==> config.mk <==
export PLATFORM = sky130hd
export DESIGN_NAME = memory_stage
export DESIGN_NICKNAME = d
export VERILOG_FILES = /design/src/rtl/memory_stage.sv
export SDC_FILE = /design/constraint.sdc
export NUM_CORES = 1
export LEC_CHECK = 0
export CAP_MARGIN = 20
export CORE_AREA = 2 2 212 214
export DETAILED_ROUTE_END_ITERATION = 10
export DIE_AREA = 0 0 214 216
export PLACE_DENSITY = 0.73
export SLEW_MARGIN = 10
export SYNTH_ARGS = -nofsm -noshare
export SYNTH_HDL_FRONTEND = slang
export SYNTH_SLANG_ARGS = --single-unit
==> constraint.sdc <==
create_clock -name clk -period 6.65 [get_ports clk]
set_input_delay 1.995 -clock clk [delete_from_list [all_inputs] [get_ports clk]]
set_output_delay 1.995 -clock clk [all_outputs]
set_load 0.1 [all_outputs]
==> src/rtl/memory_stage.sv <==
// Memory pipeline stage: issues aligned loads/stores on the data bus, waits for
// completion, and registers the writeback-stage result.
module memory_stage (
  input  logic        clk,
  input  logic        resetn,
  input  logic        valid_in,
  input  logic [63:0] pc_in,
  input  logic [63:0] alu_in,
  input  logic [63:0] srcb_in,
  input  logic [4:0]  dst_in,
  input  logic        regwrite_in,
  input  logic        mem_read,
  input  logic        mem_write,
  input  logic [1:0]  msize,
  input  logic        mem_unsigned,
  input  logic        flush,
  output logic        dreq_valid,
  output logic [63:0] dreq_addr,
  output logic [1:0]  dreq_size,
  output logic [7:0]  dreq_strobe,
  output logic [63:0] dreq_data,
  output logic        dreq_write,
  input  logic        dresp_data_ok,
  input  logic [63:0] dresp_data,
  output logic        stall_m,
  output logic        valid_out,
  output logic [63:0] pc_out,
  output logic [4:0]  dst_out,
  output logic        regwrite_out,
  output logic [63:0] result_out,
  output logic        misalign_out
);

  typedef enum logic [1:0] {
    IDLE  = 2'd0,
    WAIT  = 2'd1,
    DRAIN = 2'd2
  } state_t;

  state_t state, stateNext;

  logic        memOp;
  logic        aligned;
  logic        captureReq;
  logic        completeReq;
  logic [7:0]  byteMask;
  logic [63:0] storeData;
  logic [63:0] loadShifted;
  logic [63:0] loadValue;

  logic [63:0] reqAddr;
  logic [1:0]  reqSize;
  logic        reqWrite;
  logic [63:0] reqData;
  logic [7:0]  reqStrobe;
  logic        reqUnsigned;
  logic [63:0] reqPc;
  logic [4:0]  reqDst;
  logic        reqRegwrite;

  assign memOp = valid_in & (mem_read | mem_write);

  always_comb begin
    aligned  = 1'b0;
    byteMask = '0;
    case (msize)
      2'd0: begin aligned = 1'b1;                 byteMask = 8'h01; end
      2'd1: begin aligned = ~alu_in[0];           byteMask = 8'h03; end
      2'd2: begin aligned = (alu_in[1:0] == '0);  byteMask = 8'h0F; end
      default: begin aligned = (alu_in[2:0] == '0); byteMask = 8'hFF; end
    endcase
  end

  assign storeData = srcb_in << {alu_in[2:0], 3'b000};

  always_comb begin
    loadShifted = dresp_data >> {reqAddr[2:0], 3'b000};
    loadValue   = loadShifted;
    case (reqSize)
      2'd0: loadValue = reqUnsigned ? {56'd0, loadShifted[7:0]}
                                    : {{56{loadShifted[7]}}, loadShifted[7:0]};
      2'd1: loadValue = reqUnsigned ? {48'd0, loadShifted[15:0]}
                                    : {{48{loadShifted[15]}}, loadShifted[15:0]};
      2'd2: loadValue = reqUnsigned ? {32'd0, loadShifted[31:0]}
                                    : {{32{loadShifted[31]}}, loadShifted[31:0]};
      default: loadValue = loadShifted;
    endcase
  end

  always_ff @(posedge clk or negedge resetn) begin
    if (!resetn) state <= IDLE;
    else         state <= stateNext;
  end

  always_comb begin
    stateNext   = state;
    stall_m     = 1'b0;
    captureReq  = 1'b0;
    completeReq = 1'b0;
    case (state)
      IDLE: begin
        if (memOp && aligned && !flush) begin
          captureReq = 1'b1;
          stall_m    = 1'b1;
          stateNext  = WAIT;
        end
      end
      WAIT: begin
        // The bus request cannot be withdrawn, so a flush only detaches the result.
        if (flush) begin
          stateNext = dresp_data_ok ? IDLE : DRAIN;
        end else if (dresp_data_ok) begin
          completeReq = 1'b1;
          stateNext   = IDLE;
        end else begin
          stall_m = 1'b1;
        end
      end
      DRAIN: begin
        // Nothing can be accepted until the orphaned transfer completes.
        stall_m = valid_in;
        if (dresp_data_ok) stateNext = IDLE;
      end
      default: stateNext = IDLE;
    endcase
  end

  always_ff @(posedge clk or negedge resetn) begin
    if (!resetn) begin
      reqAddr     <= '0;
      reqSize     <= '0;
      reqWrite    <= 1'b0;
      reqData     <= '0;
      reqStrobe   <= '0;
      reqUnsigned <= 1'b0;
      reqPc       <= '0;
      reqDst      <= '0;
      reqRegwrite <= 1'b0;
    end else if (captureReq) begin
      reqAddr     <= alu_in;
      reqSize     <= msize;
      reqWrite    <= mem_write;
      reqData     <= storeData;
      reqStrobe   <= byteMask << alu_in[2:0];
      reqUnsigned <= mem_unsigned;
      reqPc       <= pc_in;
      reqDst      <= dst_in;
      reqRegwrite <= regwrite_in;
    end
  end

  assign dreq_valid  = (state != IDLE);
  assign dreq_addr   = reqAddr;
  assign dreq_size   = reqSize;
  assign dreq_strobe = reqStrobe;
  assign dreq_data   = reqData;
  assign dreq_write  = reqWrite;

  always_ff @(posedge clk or negedge resetn) begin
    if (!resetn) begin
      valid_out    <= 1'b0;
      pc_out       <= '0;
      dst_out      <= '0;
      regwrite_out <= 1'b0;
      result_out   <= '0;
      misalign_out <= 1'b0;
    end else begin
      valid_out    <= 1'b0;
      regwrite_out <= 1'b0;
      misalign_out <= 1'b0;
      if (completeReq) begin
        valid_out    <= 1'b1;
        pc_out       <= reqPc;
        dst_out      <= reqDst;
        regwrite_out <= reqRegwrite;
        result_out   <= reqWrite ? reqAddr : loadValue;
      end else if (state == IDLE && valid_in && !flush && !captureReq) begin
        valid_out    <= 1'b1;
        pc_out       <= pc_in;
        dst_out      <= dst_in;
        result_out   <= alu_in;
        misalign_out <= memOp;
        regwrite_out <= memOp ? 1'b0 : regwrite_in;
      end
    end
  end

endmodule

# After elaboration in Yosys (flattened, before gate mapping)
# Cells that the tools add are included.
# Widths: inputs -> output; s select.
dict set report totals {
  latch_bits 0
  word_cells 76
  reg_bits 348
  ram_bits 0
  n_memories 0
  in_bits 272
  mem_bits_ro 0
  output_inout_bits 277
}
dict set report op_classes {
  shift 3
  n_mux 33
  multipliers 0
  bitwise_logic 3
  addsub 0
  n_lt_le_gt_ge 0
  eq_ne 7
  n_div 0
  reduce_logical 14
}
# cell n
set ops {}
lappend ops {{$mux 64} 8}
lappend ops {{$pmux 64 s3} 1}
lappend ops {{$shl 64x6->64} 1}
lappend ops {{$shr 64x6->64} 1}
lappend ops {{$pmux 8 s3} 1}
lappend ops {{$mux 1} 14}
lappend ops {{$mux 5} 2}
lappend ops {{$logic_not 2->1} 4}
lappend ops {{$mux 2} 4}
lappend ops {{$shl 8x3->8} 1}
lappend ops {{$eq 2x1->1 const B} 3}
lappend ops {{$eq 2x2->1 const B} 3}
lappend ops {{$pmux 1 s3} 2}
lappend ops {{$pmux 2 s3} 1}
lappend ops {{$logic_and 1x1->1} 5}
lappend ops {{$reduce_bool 2->1} 2}
lappend ops {{$logic_not 3->1} 1}
lappend ops {{$logic_not 1->1} 2}
lappend ops {{$ne 2x2->1 const B} 1}
lappend ops {{$and 1x1->1} 1}
lappend ops {{$not 1->1} 1}
lappend ops {{$or 1x1->1} 1}

# Logic depth before layout (Yosys ltp)
dict set report depth {
  depth_word 10
  depth_mapped 9
  depth_no_buf 5
}

# Least setup slack after synthesis
# OpenSTA, ideal clock, no wires.
dict set report synth_path {
  path_type {input port to output port}
  start {input port alu_in[2]}
  end {output port stall_m}
  required_ns 4.655
  n_path_buf 1
  slack_ns 0.992
  cell_stages 6
  arrival_ns 3.663
  path_cell_list {clkbuf_1 -> a211o_1 -> and2_4 -> o31ai_1 -> and2_1 -> o21bai_1}
}
dict set report synth_via {
  elab_chain_cells 6
}
# item line
set synth_rtl {}
lappend synth_rtl {{start, declared} 8} ;# input logic [63:0] alu_in,
lappend synth_rtl {{$logic_not 3->1} 70} ;# default: begin aligned = (alu_in[2:0] == '0); byteMask = 8'hFF; end
lappend synth_rtl {{$pmux 1 s3} 66} ;# case (msize)
lappend synth_rtl {{$logic_and 1x1->1 (2 in series)} 102} ;# if (memOp && aligned && !flush) begin
lappend synth_rtl {{$mux 1} 102}
lappend synth_rtl {{$pmux 1 s3} 100} ;# case (state)
lappend synth_rtl {{end, declared} 25} ;# output logic stall_m,
# Every way passes these cells.

# Worst setup path in the final report
dict set report layout_path {
  start {input port msize[0]}
  end {output port stall_m}
}
dict set report layout_via {
  elab_chain_cells 6
  word_cells_on_any_way 8
  cone_classes {eq/ne (2); mux (3); reduce/logical (3)}
}
# item line
set layout_rtl {}
lappend layout_rtl {{start, declared} 14} ;# input logic [1:0] msize,
lappend layout_rtl {{$eq 2x2->1, or another cell as far along} 66}
lappend layout_rtl {{$pmux 1 s3 *} 66}
lappend layout_rtl {{$logic_and 1x1->1 * (2 in series)} 102}
lappend layout_rtl {{$mux 1 *} 102}
lappend layout_rtl {{$pmux 1 s3 *} 100}
# Every way passes the cells marked *; elsewhere a longest branch is shown, timed or not.

==> impl_summary.txt <==
----------------------------------------------------
[Outcome]
  Result of the run ... complete, no violations

[Power]
  Worst IR drop on VDD ... 257 uV
  Leak ... 0.0112 uW
  Net switching power figure ... 5910 uW
  Portion of total power attributed to the clock network ... 20.7%
  Flop pwr share ... 26.6%
  Proportion of total power due to net switching ... 50.4%
  Cell Int Power ... 5810 uW
  Total power per unit cell area ... 454 mW/mm^2
  Comb pwr share ... 52.7%
  Total design power ... 11700 uW

[Detailed routing]
  DR WL/cell ... 25.2 microns
  Number of vias per cell after detailed routing ... 5.68
  Count of vias placed by the detailed router ... 15900
  Residual DRC ... 0
  Number of DRC violations after detailed-routing iteration 0 ... 1306
  Pre-Repair DR Iteration Count ... 5
  Post-detailed-route count of antenna-violating nets ... 0
  Total Wirelength ... 70.4 mm

[Synthesis]
  Post-synth top area share ... 47.2%
  Top cells by instance count after synthesis ... sky130_fd_sc_hd__dfrtp_1, sky130_fd_sc_hd__nand2_1, sky130_fd_sc_hd__mux2i_1, sky130_fd_sc_hd__o21ai_0, sky130_fd_sc_hd__mux2_2
  Post-synth top area cell ... sky130_fd_sc_hd__dfrtp_1
  Library cell with the highest instance count after synthesis ... sky130_fd_sc_hd__dfrtp_1
  Cells after Synth ... 1685
  Post-Synthesis Cell Area ... 0.0185 sq mm
  Primary FF master, synth ... sky130_fd_sc_hd__dfrtp_1
  Async set-reset flop share out of synthesis ... 100%
  Number of different library cells in the post-synthesis netlist ... 55
  Sequential share of the synthesized area ... 47.2%
  Largest cells by area after synthesis ... sky130_fd_sc_hd__dfrtp_1, sky130_fd_sc_hd__mux2i_1, sky130_fd_sc_hd__mux2_4
  Average cell area after synthesis ... 11.0 sq um
  EDFF count, synth ... 0
  Synthesis warning total ... 0
  Post-Synthesis Net Count ... 1957
  Number of flip-flops and latches in the synthesized netlist ... 348

[Placed design]
  HPWL after detailed placement ... 51.4 mm
  Final GP Congestion ... 0.970
  Number of buffer cells added on primary ports ... 548
  Post-place setup slack ... 0.722 ns

[Global routing]
  Initial antenna violation count ... 7
  Overflow left after global routing ... 0
  Global routing usage summed across all routing layers ... 29.8%
  Routing usage on met2 ... 50.6%
  Vias in the first global route ... 16300
  Wire length of the first global-routing pass ... 105 mm
  GR met1 Demand/Resource ... 35.7%
  Met3 Track Usage GR ... 7.85%
  Highest-utilization routing layer at the global route stage ... met2
  Maximum number of pins on one net before global-route repair ... 146

[Floorplan]
  Die W ... 214 microns
  Ports ... 549
  Placement Rows ... 77
  Die extent in y ... 216 microns
  Core outline area ... 0.0438 sq mm
  Area of the die ... 0.0462 sq mm
  Initial cell density of the core ... 42.1%

[Critical path]
  Type of the worst setup path ... input pin to output pin
  Destination of the worst register-to-register timing path ... result_out[32]$_DFFE_PN0P_
  Worst R2R Start ... dreq_addr[0]$_DFFE_PN0P_
  Length in cells of the worst reg-to-reg path ... 7
  Data required time of the worst path ... 4.66 ns
  Setup crit end kind ... output pin
  Launching element type of the critical path ... input pin
  Maximum fanout count along the critical path ... 4
  Setup slack on the worst flop-to-flop path ... 3.63 ns
  Critical path arrival ... 3.96 ns

[Clock tree]
  Total clock sinks ... 348
  H-tree level count ... 2
  Count of cells resized by post-cts repair ... 0
  Number of setup buffers added after CTS ... 0
  Clk pin slew, worst setup/hold paths ... 0.06 ns
  Buffers from clock root to sink, at most ... 3
  Inserted Clock Buffers ... 41
  CTS tree ... built
  CTS Hold Bufs ... 0
  Clock insertion delay at the later pin of the skew report ... 0.58 ns
  Clock Tree Root ... sky130_fd_sc_hd__clkbuf_16

[Min path]
  Type of the worst min-delay path ... flip-flop to flip-flop
  Worst hold path cell count ... 2
  Worst hold path endpoint ... dreq_data[12]$_DFFE_PN0P_
  Worst Min Path Start ... dreq_data[12]$_DFFE_PN0P_

[STA]
  Setup skew after layout ... 0.0195 ns
  Minimum clock period ... 5.96 ns
  Aggregate negative setup slack ... 0 ns
  Worst path setup slack after routing ... 0.692 ns
  Count of pins over their slew limit ... 0
  FMAX ... 168 MHz
  Unrepaired setup endpoints after global routing ... no
  Slew @ Worst Pin ... 1.16 ns
  Crit share post-route ... 89.6%
  Worst slew margin ... 22.7%
  Final-report hold violation count ... 0
  Worst hold slack after final layout ... 0.478 ns
  Number of setup violations in the final report ... 0

[Job]
  Max-cap check violation count ... 0

[Cells and area]
  Fraction of final layout cells with drive strength greater than 1 ... 14.2%
  Net count reported at finish ... 2440
  FF/Latch Area ... 0.00871 sq mm
  Layout filler cell count ... 3626
  Area of combinational cells with multiple inputs ... 0.00902 sq mm
  Layout overhead on the synthesized area ... 39.6%

----------------------------------------------------
## per-stage QoR
stage,util [%],cell area (sq um),std cells
2_1_floorplan,-,18500,1685
3_3_place_gp,55.5,24300,2717
6_report,58.8,25800,2798
4_1_cts,58.8,25800,2793
3_5_place_dp,55.5,24300,2717
5_1_grt,58.8,25800,2797
## cells by family after synthesis
| kind of cell | after synthesis | synth area share, % |
|---|---|---|
| AO/OA/AOI/OAI | 365 | 13.6 |
| buffers and inverters | 143 | 4.19 |
| flip-flops | 348 | 47.2 |
| multiplexers | 395 | 25.1 |
| AND/OR/NAND/NOR | 434 | 9.90 |
## routing by layer
metal,vias up,wire length [microns]
met3,145,6010
li1,7076,-
met2,745,34300
met4,4,3140
met5,-,23
met1,7917,26900
## final cells by class
type | count | area share [%]
repair buffers | 577 | 22.6
well taps | 592 | 2.87
inverters | 6 | 0.0873
clock inverters | 17 | 1.03
multi-input cells | 1194 | 35.0
clock buffers | 59 | 4.55
diodes | 5 | 0.0485
flip-flops and latches | 348 | 33.8
## state kept, by name (all words and copies together) (netlist names)
| register | cells |
|---|---|
| dreq_addr | 64 |
| dreq_data | 64 |
| dreq_size | 2 |
| dreq_strobe | 8 |
| dreq_write | 1 |
| dst_out | 5 |
| misalign_out | 1 |
| pc_out | 64 |
| regwrite_out | 1 |
| reqDst | 5 |
| reqPc | 64 |
| reqRegwrite | 1 |
| reqUnsigned | 1 |
| result_out | 64 |
| state | 2 |
| valid_out | 1 |
## power by group through the flow
| stage | clock network [uW] | registers (uW) | logic, uW |
|---|---|---|---|
| after floorplan | 0 | 6250 | 1330 |
| after global placement | 0 | 3100 | 6120 |
| after detailed placement | 0 | 3130 | 6170 |
| after CTS | 2460 | 3110 | 6180 |
| after global routing | 2550 | 3180 | 6350 |
| final | 2420 | 3120 | 6180 |
## how the worst max path moves through the flow
stage / to / startpoint / depth (start not counted) / slack, ns
6_report: stall_m / msize[0] / 7 / 0.69
5_1_grt: stall_m / msize[0] / 7 / 0.62
4_1_cts: stall_m / msize[0] / 7 / 0.69
3_5_place_dp: stall_m / msize[0] / 7 / 0.72
3_3_place_gp: stall_m / msize[0] / 7 / 0.73
2_1_floorplan: stall_m / alu_in[2] / 6 / 0.99
## cell usage in the layout (no fill, tap or decap), types with 10 or more instances in the layout
cell and instances:
sky130_fd_sc_hd__a211oi_1 32, sky130_fd_sc_hd__a21oi_1 30, sky130_fd_sc_hd__a221oi_2 20, sky130_fd_sc_hd__a22oi_1 15
sky130_fd_sc_hd__a31oi_1 15, sky130_fd_sc_hd__a32oi_1 15, sky130_fd_sc_hd__and2_1 12, sky130_fd_sc_hd__buf_12 11
sky130_fd_sc_hd__buf_4 20, sky130_fd_sc_hd__clkbuf_1 10, sky130_fd_sc_hd__clkbuf_16 41, sky130_fd_sc_hd__clkdlybuf4s50_1 545
sky130_fd_sc_hd__dfrtp_1 345, sky130_fd_sc_hd__mux2_2 83, sky130_fd_sc_hd__mux2_4 76, sky130_fd_sc_hd__mux2i_1 219
sky130_fd_sc_hd__mux4_2 16, sky130_fd_sc_hd__nand2_1 268, sky130_fd_sc_hd__nand2b_1 10, sky130_fd_sc_hd__nor2_1 72
sky130_fd_sc_hd__nor3_1 41, sky130_fd_sc_hd__o21a_1 15, sky130_fd_sc_hd__o21ai_0 136, sky130_fd_sc_hd__o22ai_1 32
sky130_fd_sc_hd__o31ai_1 25
## critical path, cell delays in order
cell and delay [ns]:
sky130_fd_sc_hd__clkdlybuf4s50_1 0.53, sky130_fd_sc_hd__a211o_1 0.37, sky130_fd_sc_hd__and2_4 0.20, sky130_fd_sc_hd__o31ai_1 0.23, sky130_fd_sc_hd__and2_1 0.17, sky130_fd_sc_hd__o21bai_1 0.22
sky130_fd_sc_hd__buf_12 0.23
No activity file was read; power rests on OpenSTA's default activity.
